[src/rtl/prio_grant_dec2_4_pkg.sv]
// Shared definitions for the request/grant loop: FSM state encoding,
// requester count and index width, plus an index-to-one-hot helper.
package prio_grant_dec2_4_pkg;

  localparam int NUM_REQ = 4;
  localparam int IDX_W   = 2;

  typedef enum logic [1:0] {
    ST_IDLE  = 2'd0,
    ST_GRANT = 2'd1,
    ST_GAP   = 2'd2
  } state_t;

  // Turn an encoded requester index into its one-hot grant vector.
  function automatic logic [NUM_REQ-1:0] idx_to_onehot(input logic [IDX_W-1:0] i);
    logic [NUM_REQ-1:0] r;
    r    = '0;
    r[i] = 1'b1;
    return r;
  endfunction

endpackage

[src/rtl/prio_grant_dec2_4_grant_timer.sv]
// Grant-length counter. Cleared while no grant is active, counts grant
// cycles and saturates at TIMEOUT-1 so it can never wrap.
module grant_timer #(
  parameter int TIMEOUT = 8
) (
  input  logic clk,
  input  logic rst,
  input  logic clear,
  input  logic en,
  output logic expired
);

  localparam int CNT_W = $clog2(TIMEOUT + 1);

  logic [CNT_W-1:0] cnt;

  // Last permitted grant cycle reached.
  assign expired = (cnt == CNT_W'(TIMEOUT - 1));

  // Count grant cycles; hold at the limit instead of wrapping.
  always_ff @(posedge clk) begin
    if (rst || clear) begin
      cnt <= '0;
    end else if (en && !expired) begin
      cnt <= cnt + 1'b1;
    end
  end

endmodule

[src/rtl/prio_grant_dec2_4.sv]
// Grant-side companion to the 4-to-2 priority encoder: turns the winning
// index into a registered one-hot grant, holds it until the grantee
// releases or the timer expires, then inserts a single idle gap cycle.
module prio_grant_dec2_4
  import prio_grant_dec2_4_pkg::*;
#(
  parameter int TIMEOUT = 8
) (
  input  logic               clk,
  input  logic               rst,
  input  logic [IDX_W-1:0]   q,
  input  logic               v,
  input  logic [NUM_REQ-1:0] done,
  output logic [NUM_REQ-1:0] gnt,
  output logic               busy,
  output logic               ready,
  output logic               tmo,
  output logic [IDX_W-1:0]   last_q
);

  state_t             state_q, state_d;
  logic [IDX_W-1:0]   idx_q, idx_d;
  logic [NUM_REQ-1:0] gnt_d;
  logic               busy_d, ready_d, tmo_d, accept;
  logic               timer_clear, timer_en, expired;

  // The timer only runs during a grant and starts from zero on each new one.
  assign timer_clear = (state_q != ST_GRANT);
  assign timer_en    = (state_q == ST_GRANT);

  grant_timer #(
    .TIMEOUT(TIMEOUT)
  ) u_timer (
    .clk    (clk),
    .rst    (rst),
    .clear  (timer_clear),
    .en     (timer_en),
    .expired(expired)
  );

  // Next state plus the output values for that next state, so every output
  // leaves a flop and no input reaches an output combinationally.
  always_comb begin
    state_d = state_q;
    idx_d   = idx_q;
    accept  = 1'b0;
    tmo_d   = 1'b0;
    gnt_d   = '0;
    busy_d  = 1'b0;
    ready_d = 1'b0;

    case (state_q)
      ST_IDLE: begin
        if (v) begin
          accept  = 1'b1;
          idx_d   = q;
          state_d = ST_GRANT;
        end
      end
      ST_GRANT: begin
        if (done[idx_q]) begin
          state_d = ST_GAP;
        end else if (expired) begin
          state_d = ST_GAP;
          tmo_d   = 1'b1;
        end
      end
      ST_GAP: begin
        state_d = ST_IDLE;
      end
      default: begin
        state_d = ST_IDLE;
      end
    endcase

    case (state_d)
      ST_IDLE: begin
        ready_d = 1'b1;
      end
      ST_GRANT: begin
        gnt_d  = idx_to_onehot(idx_d);
        busy_d = 1'b1;
      end
      ST_GAP: begin
        busy_d = 1'b1;
      end
      default: begin
        ready_d = 1'b0;
      end
    endcase
  end

  // State, captured index and registered outputs; reset drops any grant silently.
  always_ff @(posedge clk) begin
    if (rst) begin
      state_q <= ST_IDLE;
      idx_q   <= '0;
      last_q  <= '0;
      gnt     <= '0;
      busy    <= 1'b0;
      ready   <= 1'b1;
      tmo     <= 1'b0;
    end else begin
      state_q <= state_d;
      idx_q   <= idx_d;
      if (accept) begin
        last_q <= q;
      end
      gnt     <= gnt_d;
      busy    <= busy_d;
      ready   <= ready_d;
      tmo     <= tmo_d;
    end
  end

endmodule

[config.mk]
export PLATFORM = sky130hd
export DESIGN_NAME = prio_grant_dec2_4
export DESIGN_NICKNAME = d
export VERILOG_FILES = /design/src/rtl/prio_grant_dec2_4_pkg.sv /design/src/rtl/prio_grant_dec2_4_grant_timer.sv /design/src/rtl/prio_grant_dec2_4.sv
export SDC_FILE = /design/constraint.sdc
export NUM_CORES = 1
export LEC_CHECK = 0
export CORE_ASPECT_RATIO = 0.8
export CORE_MARGIN = 3
export CORE_UTILIZATION = 30
export CTS_CLUSTER_SIZE = 8
export DETAILED_ROUTE_END_ITERATION = 12
export SYNTH_ARGS = -nofsm -noshare
export SYNTH_HDL_FRONTEND = slang
export SYNTH_HIERARCHICAL = 1
export SYNTH_SLANG_ARGS = --single-unit
[constraint.sdc]
create_clock -name clk -period 2 [get_ports clk]
set_input_delay 0.4 -clock clk [delete_from_list [all_inputs] [get_ports clk]]
set_output_delay 0.4 -clock clk [all_outputs]
set_load 0.05 [all_outputs]
# Word level (Yosys, flattened, before mapping)
# Cells that the tools add are included.
[op_classes]
add_sub_neg = 1
order_cmp = 3
eq_ne = 5
mux = 15
bitwise_logic = 2
n_reduce_logical = 9
[ops]
columns = ["operator", "count"]
rows = [
  ["two-way mux 2 bit", 5],
  ["two-way mux 1 bit", 7],
  ["less-than comparator 2 x 3 -> 1 bit (second input constant)", 2],
  ["adder 4 x 1 -> 4 bit (second input constant)", 1],
  ["== test 2 x 1 -> 1 bit (second input constant)", 2],
  ["== test 4 x 3 -> 1 bit (second input constant)", 1],
  ["zero test 2 bit", 2],
  ["case mux 2 bit (2 select lines)", 1],
  ["OR reduction 2 bit", 2],
  ["OR reduction 3 bit", 1],
  ["binary-select mux 1 bit (select 2 bit)", 1],
  ["demux 1 bit (select 2 bit)", 1],
  ["== test 2 bit (second input constant)", 1],
  ["greater-or-equal comparator 2 x 1 -> 1 bit (second input constant)", 1],
  ["logical AND 1 bit", 2],
  ["!= test 2 x 1 -> 1 bit (second input constant)", 1],
  ["NOT 1 bit", 2],
  ["zero test 1 bit", 1],
  ["logical OR 1 bit", 1],
]
[totals]
register_bits = 17
in_bits = 9
out_inout_bits = 9
wordCells = 43

# Depth between registers and ports, before layout
[depth]
depth_word = 7
depth_mapped = 8
depth_no_buf = 8

# Cells and area by module
# Netlist, hierarchy kept.
[modules_own_cells]
columns = ["module", "instances", "cells_per_inst", "area_each_um2"]
rows = [
  ["prio_grant_dec2_4", 1, 43, 504.2],
  ["grant_timer", 1, 23, 207.7],
]

# Worst setup path after synthesis
# Ideal clock, no wire load.
[synth_timing]
path_kind = "input to register"
from = "input port done[3]"
to = "register ready"
arrival_time_ns = 1.617
required_time_ns = 1.877
setup_slack_ns = 0.259
path_stages = 4
path_buffers = 0
path_cell_list = "mux4_2 > o31a_1 > ha_1 > or2_2"
[synth_via]
elab_chain_cells = 6
[synth_rtl]
columns = ["element", "line_no", "rtl"]
rows = [
  ["start: declaration", "prio_grant_dec2_4.sv:13", "input logic [NUM_REQ-1:0] done,"],
  ["binary-select mux 1 bit (select 2 bit)", "prio_grant_dec2_4.sv:61", "if (done[idx_q]) begin"],
  ["two-way mux 1 bit (implied by the code)", "prio_grant_dec2_4.sv:61", ""],
  ["two-way mux 2 bit", "prio_grant_dec2_4.sv:61", ""],
  ["case mux 2 bit (2 select lines)", "prio_grant_dec2_4.sv:52", "case (state_q)"],
  ["zero test 2 bit", "prio_grant_dec2_4.sv:76", "case (state_d)"],
  ["two-way mux 1 bit", "prio_grant_dec2_4.sv:76", ""],
  ["via ready_d", "prio_grant_dec2_4.sv:24", "logic busy_d, ready_d, tmo_d, accept;"],
  ["end signal: assignment", "prio_grant_dec2_4.sv:111", "ready <= ready_d;"],
  ["end: declaration", "prio_grant_dec2_4.sv:16", "output logic ready,"],
]
# The timed path passes the listed nets, and every way through them passes these cells. The select of a mux whose other input is x is not followed.
# A chain may end at the register's enable or synchronous reset.

# Final worst setup path
[layout_timing]
from = "input port done[3]"
to = "register gnt[2]"
[layout_via]
elab_chain_cells = 7
[layout_rtl]
columns = ["element", "line_no", "rtl"]
rows = [
  ["binary-select mux 1 bit (select 2 bit)", "prio_grant_dec2_4.sv:61", ""],
  ["two-way mux 1 bit (implied by the code)", "prio_grant_dec2_4.sv:61", ""],
  ["two-way mux 2 bit", "prio_grant_dec2_4.sv:61", ""],
  ["case mux 2 bit (2 select lines)", "prio_grant_dec2_4.sv:52", ""],
  ["via state_d[0]", "prio_grant_dec2_4.sv:21", "state_t state_q, state_d;"],
  ["== test 2 x 1 -> 1 bit", "prio_grant_dec2_4.sv:76", ""],
  ["NOT 1 bit (no source line)", "n/a", ""],
  ["OR reduction 2 bit (no source line)", "n/a", ""],
  ["end signal: assignment", "prio_grant_dec2_4.sv:109", "gnt <= gnt_d;"],
  ["end: declaration", "prio_grant_dec2_4.sv:14", "output logic [NUM_REQ-1:0] gnt,"],
]
# The timed path passes the listed nets, and every way through them passes these cells. The select of a mux whose other input is x is not followed.

==> out/qor_table.md <==
| Stage | Parameter | This run |
|:---|:---|:---|
| outcome | Status | complete, no violations |
| routing | Routed wire length per instance | 11.4 µm |
| synth | Post-synth net total | 78 |
| cts | Max H-tree Level | 1 |
| power | Cell leakage power | 0.000396 µW |
| global route | Number of antenna violations at the first check in global routing | 0 |
| die | Die Area | 3000 µm² |
| place | Half-perimeter wire length after detailed placement | 977 µm |
| routing | Number of antenna-violating nets in the routed design | 0 |
| sta | Hold violation count in the final report | 0 |
| sta | RSZ-0062 raised after global routing | no |
| place | Port-buffer cells | 17 |
| flow run | # Max-Cap Violations | 0 |
| setup path | Critical path required time | 2220 ps |
| power | Overall power | 696 µW |
| cts | Insertion delay of the later-clocked pin in the worst-skew pair | 280 ps |
| routing | DRC violations left | 0 |
| layout | Post-layout utilization of the core | 43.0% |
| global route | Wire length of the first global-routing pass | 2150 µm |
| power | Worst IR drop on VDD | 0.419 mV |
| cts | Number of buffers created by CTS | 3 |
| die | Core ar. | 2200 µm² |
| place | Number of cells in the design after placement | 108 |
| layout | Fraction of final layout cells with drive strength greater than 1 | 16.1% |
| layout | Number of antenna cells inserted | 0 |
| die | Effective utilization at floorplan | 32.4% |
| cts | Clk buf depth | 2 |
| sta | Transition time at the pin with the least slew margin | 499 ps |
| die | Number of top-level pins | 18 |
| routing | Total vias in the final route | 533 |
| cts | Clock sink count | 17 |
| setup path | Critical path startpoint category | input pin |
| sta | Fin crit share | 95.0% |
| global route | Largest net degree at the start of global routing | 13 |
| setup path | CP max stage delay | 490 ps |
| cts | Root buffer selected by CTS | sky130_fd_sc_hd__clkbuf_4 |
| cts | Total of hold buffers inserted after clock tree synthesis | 0 |
| routing | Initial drt markers | 18 |
| sta | Post-Route Hold Slack | 500 ps |
| global route | Gr ovfl total | 0 |
| synth | Synthesis-stage register bit count | 17 |
| place | Instance area at placement | 917 µm² |
| die | Count of standard-cell rows | 15 |
| setup path | Worst Path Class, Setup | input pin to flip-flop |
| die | Vertical extent of the die | 49.6 µm |
| layout | Cell area after layout | 943 µm² |
| cts | Post-CTS setup-driven buffer insertion count | 0 |
| hold path | Worst min-delay path category | flip-flop to flip-flop |
| sta | Minimum period implied by the final worst setup slack | 1900 ps |
| sta | Fin Clk Skew | 1.73 ps |
| setup path | Cells traversed along the worst timing path | clkdlybuf4s50_1 > mux4_2 > o31a_1 > inv_1 > ha_1 > nand2b_1 > nor3b_2 |
| power | P per Cell Area | 738 nW/µm² |
| synth | Count of distinct cell types in the synthesized netlist | 31 |
| setup path | Combined buffer and inverter count along the critical path | 2 |
| synth | Post-synthesis cell area | 712 µm² |
| setup path | Arrival @ worst endpoint | 2120 ps |
| routing | Total routed wirelength | 1280 µm |
| cts | CTS tree | yes |
| synth | Warnings, synthesis | 6 |
| synth | Gate count after technology mapping | 66 |
| global route | Via count of the first global-routing pass | 477 |
| cts | Count of cells resized by post-cts repair | 0 |
| setup path | Critical Path Slowest Stage Cell | sky130_fd_sc_hd__mux4_2 |
| cts | Clock transition at the registers of the reported paths | 90 ps |
| layout | Number of standard cells in the final layout excluding fillers | 112 |
| routing | First-pass detailed-route iteration total | 4 |
| synth | Seq/Total Area, Yosys | 47.8% |
| sta | Pins Over Slew Limit | 0 |
| setup path | Critical path fanouts, max | 3 |
| synth | Mapped Avg Cell Area | 10.8 µm² |
| routing | Avg Vias per Cell | 4.76 |
| layout | Area added between synthesis and finish | 32.5% |
| global route | Overall global routing resource usage | 9.94% |
| setup path | Type of element capturing the critical path | flip-flop |
| die | Horizontal extent of the die | 60.5 µm |
| sta | Max Freq | 526 MHz |
| sta | Worst-case headroom to the max-slew limit | 66.6% |
| layout | Final net count | 100 |
| setup path | Category of cells accounting for the largest share of critical-path delay | multiplexers |
| sta | Number of setup violations in the final report | 0 |
| place | Final estimated routing congestion in global placement | 0.647 |
[cell families (layout without fill, tap and decap cells)]
kind of cell,Yosys count,in the layout,synth area share [%]
buffers and inverters,5,26,2.64
AOI/OAI and AO/OA,6,6,6.33
DFF,17,17,47.8
muxes,5,5,9.84
adders and majority gates,3,3,5.27
and+or+nand+nor,30,30,28.1
[cells in the mapped netlist]
cell	instances	area share [%]
sky130_fd_sc_hd__dfxtp_1	17	48
sky130_fd_sc_hd__nor2_1	7	3.7
sky130_fd_sc_hd__nand2_1	4	2.1
sky130_fd_sc_hd__ha_1	3	5.3
sky130_fd_sc_hd__inv_1	3	1.6
sky130_fd_sc_hd__mux2i_1	2	2.8
sky130_fd_sc_hd__mux2i_2	2	3.9
sky130_fd_sc_hd__nand2b_1	2	1.8
sky130_fd_sc_hd__nand4_1	2	1.8
sky130_fd_sc_hd__nor3b_1	2	2.1
sky130_fd_sc_hd__nor3b_2	2	3.5
sky130_fd_sc_hd__a21boi_0	1	1.1
sky130_fd_sc_hd__a21boi_2	1	1.6
sky130_fd_sc_hd__a21oi_1	1	0.70
sky130_fd_sc_hd__and4b_1	1	1.4
sky130_fd_sc_hd__clkbuf_1	1	0.53
sky130_fd_sc_hd__inv_2	1	0.53
sky130_fd_sc_hd__mux4_2	1	3.2
sky130_fd_sc_hd__nand3_1	1	0.70
sky130_fd_sc_hd__nand3b_4	1	2.8
sky130_fd_sc_hd__nand4b_1	1	1.2
sky130_fd_sc_hd__nor2b_1	1	0.88
sky130_fd_sc_hd__nor3_1	1	0.70
sky130_fd_sc_hd__nor4b_1	1	1.2
sky130_fd_sc_hd__o211ai_1	1	1.1
sky130_fd_sc_hd__o21ai_0	1	0.70
sky130_fd_sc_hd__o31a_1	1	1.2
sky130_fd_sc_hd__or2_1	1	0.88
sky130_fd_sc_hd__or2_2	1	0.88
sky130_fd_sc_hd__or3_1	1	0.88
sky130_fd_sc_hd__or3b_4	1	1.6
[worst paths after layout]
path | start | to | slack [ps] | cells after the start
max | done[3] | gnt[2]$_SDFF_PP0_ | 100 | 7
min | last_q[0]$_SDFFE_PP0P_ | last_q[0]$_SDFFE_PP0P_ | 500 | 2
max reg2reg | idx_q[0]$_SDFF_PP0_ | gnt[2]$_SDFF_PP0_ | 180 | 6
min reg2reg | last_q[0]$_SDFFE_PP0P_ | last_q[0]$_SDFFE_PP0P_ | 500 | 2
[cell usage in the layout, fill, tap and decap left out, types with 2 or more instances in the layout]
master,count
sky130_fd_sc_hd__nand2b_1,2
sky130_fd_sc_hd__nor2_1,7
sky130_fd_sc_hd__nor3b_1,2
sky130_fd_sc_hd__clkdlybuf4s50_1,17
sky130_fd_sc_hd__nor3b_2,2
sky130_fd_sc_hd__inv_1,3
sky130_fd_sc_hd__ha_1,3
sky130_fd_sc_hd__nand4_1,2
sky130_fd_sc_hd__dfxtp_1,17
sky130_fd_sc_hd__mux2i_2,2
sky130_fd_sc_hd__clkbuf_4,3
sky130_fd_sc_hd__mux2i_1,2
sky130_fd_sc_hd__nand2_1,4
[where the power goes]
group	total [µW]	internal, µW	switching, µW
clock network	179	77.5	101
registers	364	356	8.60
logic	153	68.2	85.2
[tightest hold or removal path, stage by stage (launching register included)]
cell and delay, ps:
sky130_fd_sc_hd__dfxtp_1 330, sky130_fd_sc_hd__mux2i_1 60, sky130_fd_sc_hd__nor2_1 70
[layer usage]
layer  up-vias  track usage [%]  share of wire, %
li1        275                -                 -
met1       245             13.9                55
met2        11             12.8                38
met3         2             4.71               5.9
met4         0             4.33               1.3
met5         -                0                 0
[cell type report]
cell class	instances	area [µm²]
clock buffer	4	26.3
fill	209	1250
inverter	4	15.0
multi-input combinational	44	353
sequential	17	340
tap	25	31.3
timing repair buffer	18	178
[metrics by stage]
| stage | setup TNS (ps) | worst slack [ps] |
|---|---|---|
| after floorplan | 0 | 259 |
| after global placement | -942 | -214 |
| after detailed placement | -1030 | -215 |
| after CTS | 0 | 92.8 |
| after global routing | 0 | 18.5 |
| final | 0 | 99.2 |
[state kept, by name (all words and copies together), names as in the netlist]
register and count:
gnt 4, u_timer/cnt 4, tmo 1, last_q 2, idx_q 2, state_q 2
ready 1, busy 1
Note: power is estimated with default switching activity, not from simulation.
==> RTL edit 1, RTL diff (config.mk and constraints unchanged) <==
Encoding of `state_t`: now one-hot (3 bits for 3 states).
--- a/src/rtl/prio_grant_dec2_4_pkg.sv
+++ b/src/rtl/prio_grant_dec2_4_pkg.sv
@@ -5,10 +5,10 @@
   localparam int NUM_REQ = 4;
   localparam int IDX_W   = 2;
 
-  typedef enum logic [1:0] {
-    ST_IDLE  = 2'd0,
-    ST_GRANT = 2'd1,
-    ST_GAP   = 2'd2
+  typedef enum logic [2:0] {
+    ST_IDLE  = 3'b001,
+    ST_GRANT = 3'b010,
+    ST_GAP   = 3'b100
   } state_t;
 
   // Turn an encoded requester index into its one-hot grant vector.
Function: no difference found for any inputs over 10 cycles, from zero or initial values and one cycle with rst high; not proved beyond that.
==> RTL edit 1 against the original RTL <==
Design area up 6.2%; combinational power is 12% lower; die area increased by 5.0%; setup slack gained 57 ps; sequential power grew 5%; register-to-register slack improved by 130 ps; utilization up 1.2 points; wire length is 12% higher; synthesized area up 5.6%; total power decreased by 1.0%; sequential cell count is 1 higher; critical endpoint is now last_q[0]; largest power group unchanged.
==> RTL edit 1: results (changes against the original RTL) <==
# diodes - 0 (unchanged)
First-pass GRT wire length - 2.49 mm (+16%)
Crit Path Max Fanout - 2 (-1)
Max VDD drop - 245 uV (-42%)
Net count, final - 104 (+4.0%)
P_leak - 0.406 nW (+2.8%)
DRT iter0 DRCs - 15 (-3)
Status - complete, no violations
Root Buffer - clkbuf_4
Gr usage total - 11.5% (+1.6 points)
Max H-tree Level - 1 (unchanged)
Setup Fix Bufs, Post-CTS - 0 (unchanged)
Antenna violations before repair - 0 (unchanged)
Largest registers - gnt x4, u_timer/cnt x4, state_q x3
Placer Congestion - 0.697 (+7.8%)
CP delay by family, top - buffers and inverters
Vias in the first global route - 559 (+17%)
Top_reg_cell synth - dfxtp_1
FFs w/ async S/R, synth - 0% (unchanged)
Max-Slew Margin vs Limit - 65.2% (-1.4 points)
CTS Buffer Depth - 2 (unchanged)
Slowest Stage Delay on Critical Path - 810 ps (+320 ps)
Arr. time, crit path - 1440 ps (-680 ps)
Largest net degree at the start of global routing - 10 (-3)
Total CTS buffers - 3 (unchanged)
Synth cell types - 28 (-9.7%)
Pre-Repair DR Iteration Count - 2 (-2)
Final HPWL DP - 1.09 mm (+11%)
Clk Latency, worst-skew pair - 280 ps (about the same)
CTS clk-pin slew, worst paths - 100 ps
Via/cell ratio - 4.42 (-7.1%)
Yosys warning total - 6 (unchanged)
Syn Nets - 80 (+2.6%)
Synth cell count leaders - dfxtp_1, nor2_1, mux2i_1, nand2_1, inv_2
Post-Route WL - 1.44 mm (+12%)
Port buffer count - 17 (unchanged)
Share of cells above drive strength 1 - 18.5% (+2.4 points)
Area contributors post-synth - dfxtp_1, mux2i_1, nor2_1
CTS resizes - 0 (unchanged)
Worst Hold Class - reg -> reg
Register area share after synthesis - 47.9% (+0.12 points)
Slowest CP cell - clkdlybuf4s50_1
Worst Skew - 4.06 ps (+2.33 ps)
-- RTL edit 1: power breakdown --
part / internal [mW] / switching [mW]
Clock: 0.0699 / 0.103
Combinational: 0.0604 / 0.0732
Sequential: 0.374 / 0.00887
-- RTL edit 1: logic make-up after synthesis --
family                     count (synthesis)  share of synthesized area [%]
adders and majority gates                  1                           1.66
buffers and inverters                      6                           3.49
DFF                                       18                           47.9
and+or+nand+nor                           29                           25.1
AOI/OAI and AO/OA                          9                           12.3
muxes                                      7                           9.48
-- RTL edit 1: worst paths after layout --
| check | startpoint | end | slack [ps] | cells after the start |
|---|---|---|---|---|
| setup reg to reg | u_timer/cnt[0] | gnt[3] | 310 | 6 |
| hold / removal | u_timer/cnt[3] | u_timer/cnt[3] | 500 | 2 |
| hold reg to reg | u_timer/cnt[3] | u_timer/cnt[3] | 500 | 2 |
| setup / recovery | last_q[0] | last_q[0] | 160 | 1 |
-- RTL edit 1: layout make-up --
type	count	area [um2]
Sequential cell	18	360
Timing Repair Buffer	20	193
Fill cell	220	1270
Clock buffer	3	22.5
Inverter	5	18.8
Multi-Input combinational cell	46	365
Tap cell	34	42.5
-- RTL edit 1: per-layer routing --
metal | share of wire, % | global-route usage (%)
met2 | 43 | 14.8
met5 | 0 | 0
met4 | 1.3 | 7.42
met1 | 53 | 15.9
met3 | 3.3 | 3.86
-- RTL edit 1: through the flow --
stage / cells / worst slack (ps) / cell area (um2) / hold WS (ps)
floorplan: 70 / 501 / 752 / 462
detailed placement: 123 / -92.0 / 980 / 487
finish: 126 / 156 / 1000 / 498
CTS: 126 / 146 / 1000 / 501
global route: 126 / 58.0 / 1000 / 524
global placement: 123 / -81.0 / 980 / 475
==> RTL edit 2, RTL diff (same flow settings) <==
Made on the original files. `TIMEOUT` is set to 8 in 2 places; all go to 16.
--- a/src/rtl/prio_grant_dec2_4_grant_timer.sv
+++ b/src/rtl/prio_grant_dec2_4_grant_timer.sv
@@ -1,7 +1,7 @@
 // Grant-length counter. Cleared while no grant is active, counts grant
 // cycles and saturates at TIMEOUT-1 so it can never wrap.
 module grant_timer #(
-  parameter int TIMEOUT = 8
+  parameter int TIMEOUT = 16
 ) (
   input  logic clk,
   input  logic rst,
--- a/src/rtl/prio_grant_dec2_4.sv
+++ b/src/rtl/prio_grant_dec2_4.sv
@@ -4,7 +4,7 @@
 module prio_grant_dec2_4
   import prio_grant_dec2_4_pkg::*;
 #(
-  parameter int TIMEOUT = 8
+  parameter int TIMEOUT = 16
 ) (
   input  logic               clk,
   input  logic               rst,
Function: changed (a bounded check fails within 10 cycles, from zero or initial values and one cycle with rst high).
==> RTL edit 2 against the original RTL <==
Setup slack got worse by 34 ps; total power rose by 13%; synthesized area up 5.3%; global-route usage rose by 0.80 points; design area rose by 9.3%; non-clock buffer count is 1 higher; wire length grew 6.4%; sequential cell count up 1; critical path type unchanged.
==> RTL edit 2: results (changes against the original RTL) <==
Area contributors post-synth - dfxtp_1, ha_1, mux2i_2
Switching pwr - 0.217 mW (+11%)
Status - complete, no violations
Worst Hold Class - reg -> reg
Crit Reg-Reg Startpoint - u_timer/cnt[0]
Gr usage total - 10.7% (+0.80 points)
Worst Skew - 0.668 ps (-1.06 ps)
Biggest register - u_timer/cnt
Met2 routed WL - 567 um (+17%)
Port buffer count - 17 (unchanged)
Worst Setup SP - done[3]
Setup Fix Bufs, Post-CTS - 0 (unchanged)
Setup slack, reg-to-reg - 120 ps (-60 ps)
Non-filler cells, final - 125 (+12%)
Largest net degree at the start of global routing - 11 (-2)
Via/cell ratio - 4.42 (-7.2%)
Met3 usage - 3.34% (-1.4 points)
Register area share after synthesis - 48.1% (+0.28 points)
Syn_area_per_cell - 10.9 um2 (+0.70%)
Max VDD drop - 285 uV (-32%)
Fillcell total - 228 (+9.1%)
First-pass GRT wire length - 2.41 mm (+12%)
Pre-CTS worst setup slack - -262 ps (-47.4 ps)
GR Layer Usage met2 - 15.3% (+2.6 points)
CTS clk-pin slew, worst paths - 100 ps
Placer Congestion - 0.744 (+15%)
R2R depth - 6 (unchanged)
Fin worst setup slack - 65.5 ps (-33.7 ps)
P_leak - 0.388 nW (-1.9%)
FFs w/ async S/R, synth - 0% (unchanged)
Synth cell types - 32 (+3.2%)
Final HPWL DP - 1.00 mm (+2.5%)
Share of cells above drive strength 1 - 24.2% (+8.1 points)
CTS resizes - 0 (unchanged)
Total CTS buffers - 3 (unchanged)
WHS - 492 ps (-8.00 ps)
Wirelength per Cell - 10.9 um (-4.7%)
Pre-Repair DR Iteration Count - 4 (unchanged)
DRT iter0 DRCs - 9 (-9)
Worst Hold Depth - 2 (unchanged)
Largest registers - u_timer/cnt x5, gnt x4
Synth cell count leaders - dfxtp_1, nor2_1, ha_1, inv_1, nand2_1
Dpl cells - 121 (+12%)
Syn Nets - 82 (+5.1%)
Met1 Usage GRT - 13.9% (about the same)
Worst hold endpoint - u_timer/cnt[1]
Post-place instance area - 973 um2 (+6.1%)
Reg-to-Reg End - ready
Vias in the first global route - 562 (+18%)
Max-Slew Margin vs Limit - 66.6% (about the same)
Req. time, crit path - 2190 ps (-30 ps)
Crit Path Max Fanout - 3 (unchanged)
Max H-tree Level - 1 (unchanged)
Met3 WL - 69 um (-9.2%)
Net count, final - 105 (+5.0%)
Hold path startpoint - u_timer/cnt[1]
RTL edit 2: cells by family after synthesis:
logic type	share of synthesized area, %
simple gates	27.2
flops	48.1
compound gates	4.34
mux	9.35
buf+inv	2.00
fa+ha+maj	6.68
xor+xnor	2.34
RTL edit 2: cell type report:
| type | instances | area, um2 | area share [%] |
|---|---|---|---|
| Multi-Input combinational cell | 47 | 394 | 38.2 |
| Sequential cell | 18 | 362 | 35.1 |
| Timing Repair Buffer | 19 | 185 | 18.0 |
| Tap cell | 34 | 42.5 | 4.13 |
| Clock buffer | 4 | 36.3 | 3.52 |
| Inverter | 3 | 11.3 | 1.09 |
RTL edit 2: power groups by stage:
stage	registers, mW	logic, mW	clock network, mW
finish	0.384	0.174	0.226
global route	0.386	0.188	0.249
CTS	0.384	0.167	0.236
detailed placement	0.392	0.166	0
global placement	0.392	0.165	0
floorplan	0.431	0.0696	0
RTL edit 2: critical path, stage by stage:
cell             delay, ps
clkdlybuf4s50_1        400
mux4_2                 510
o31a_4                 360
ha_1                   190
or2_2                  260
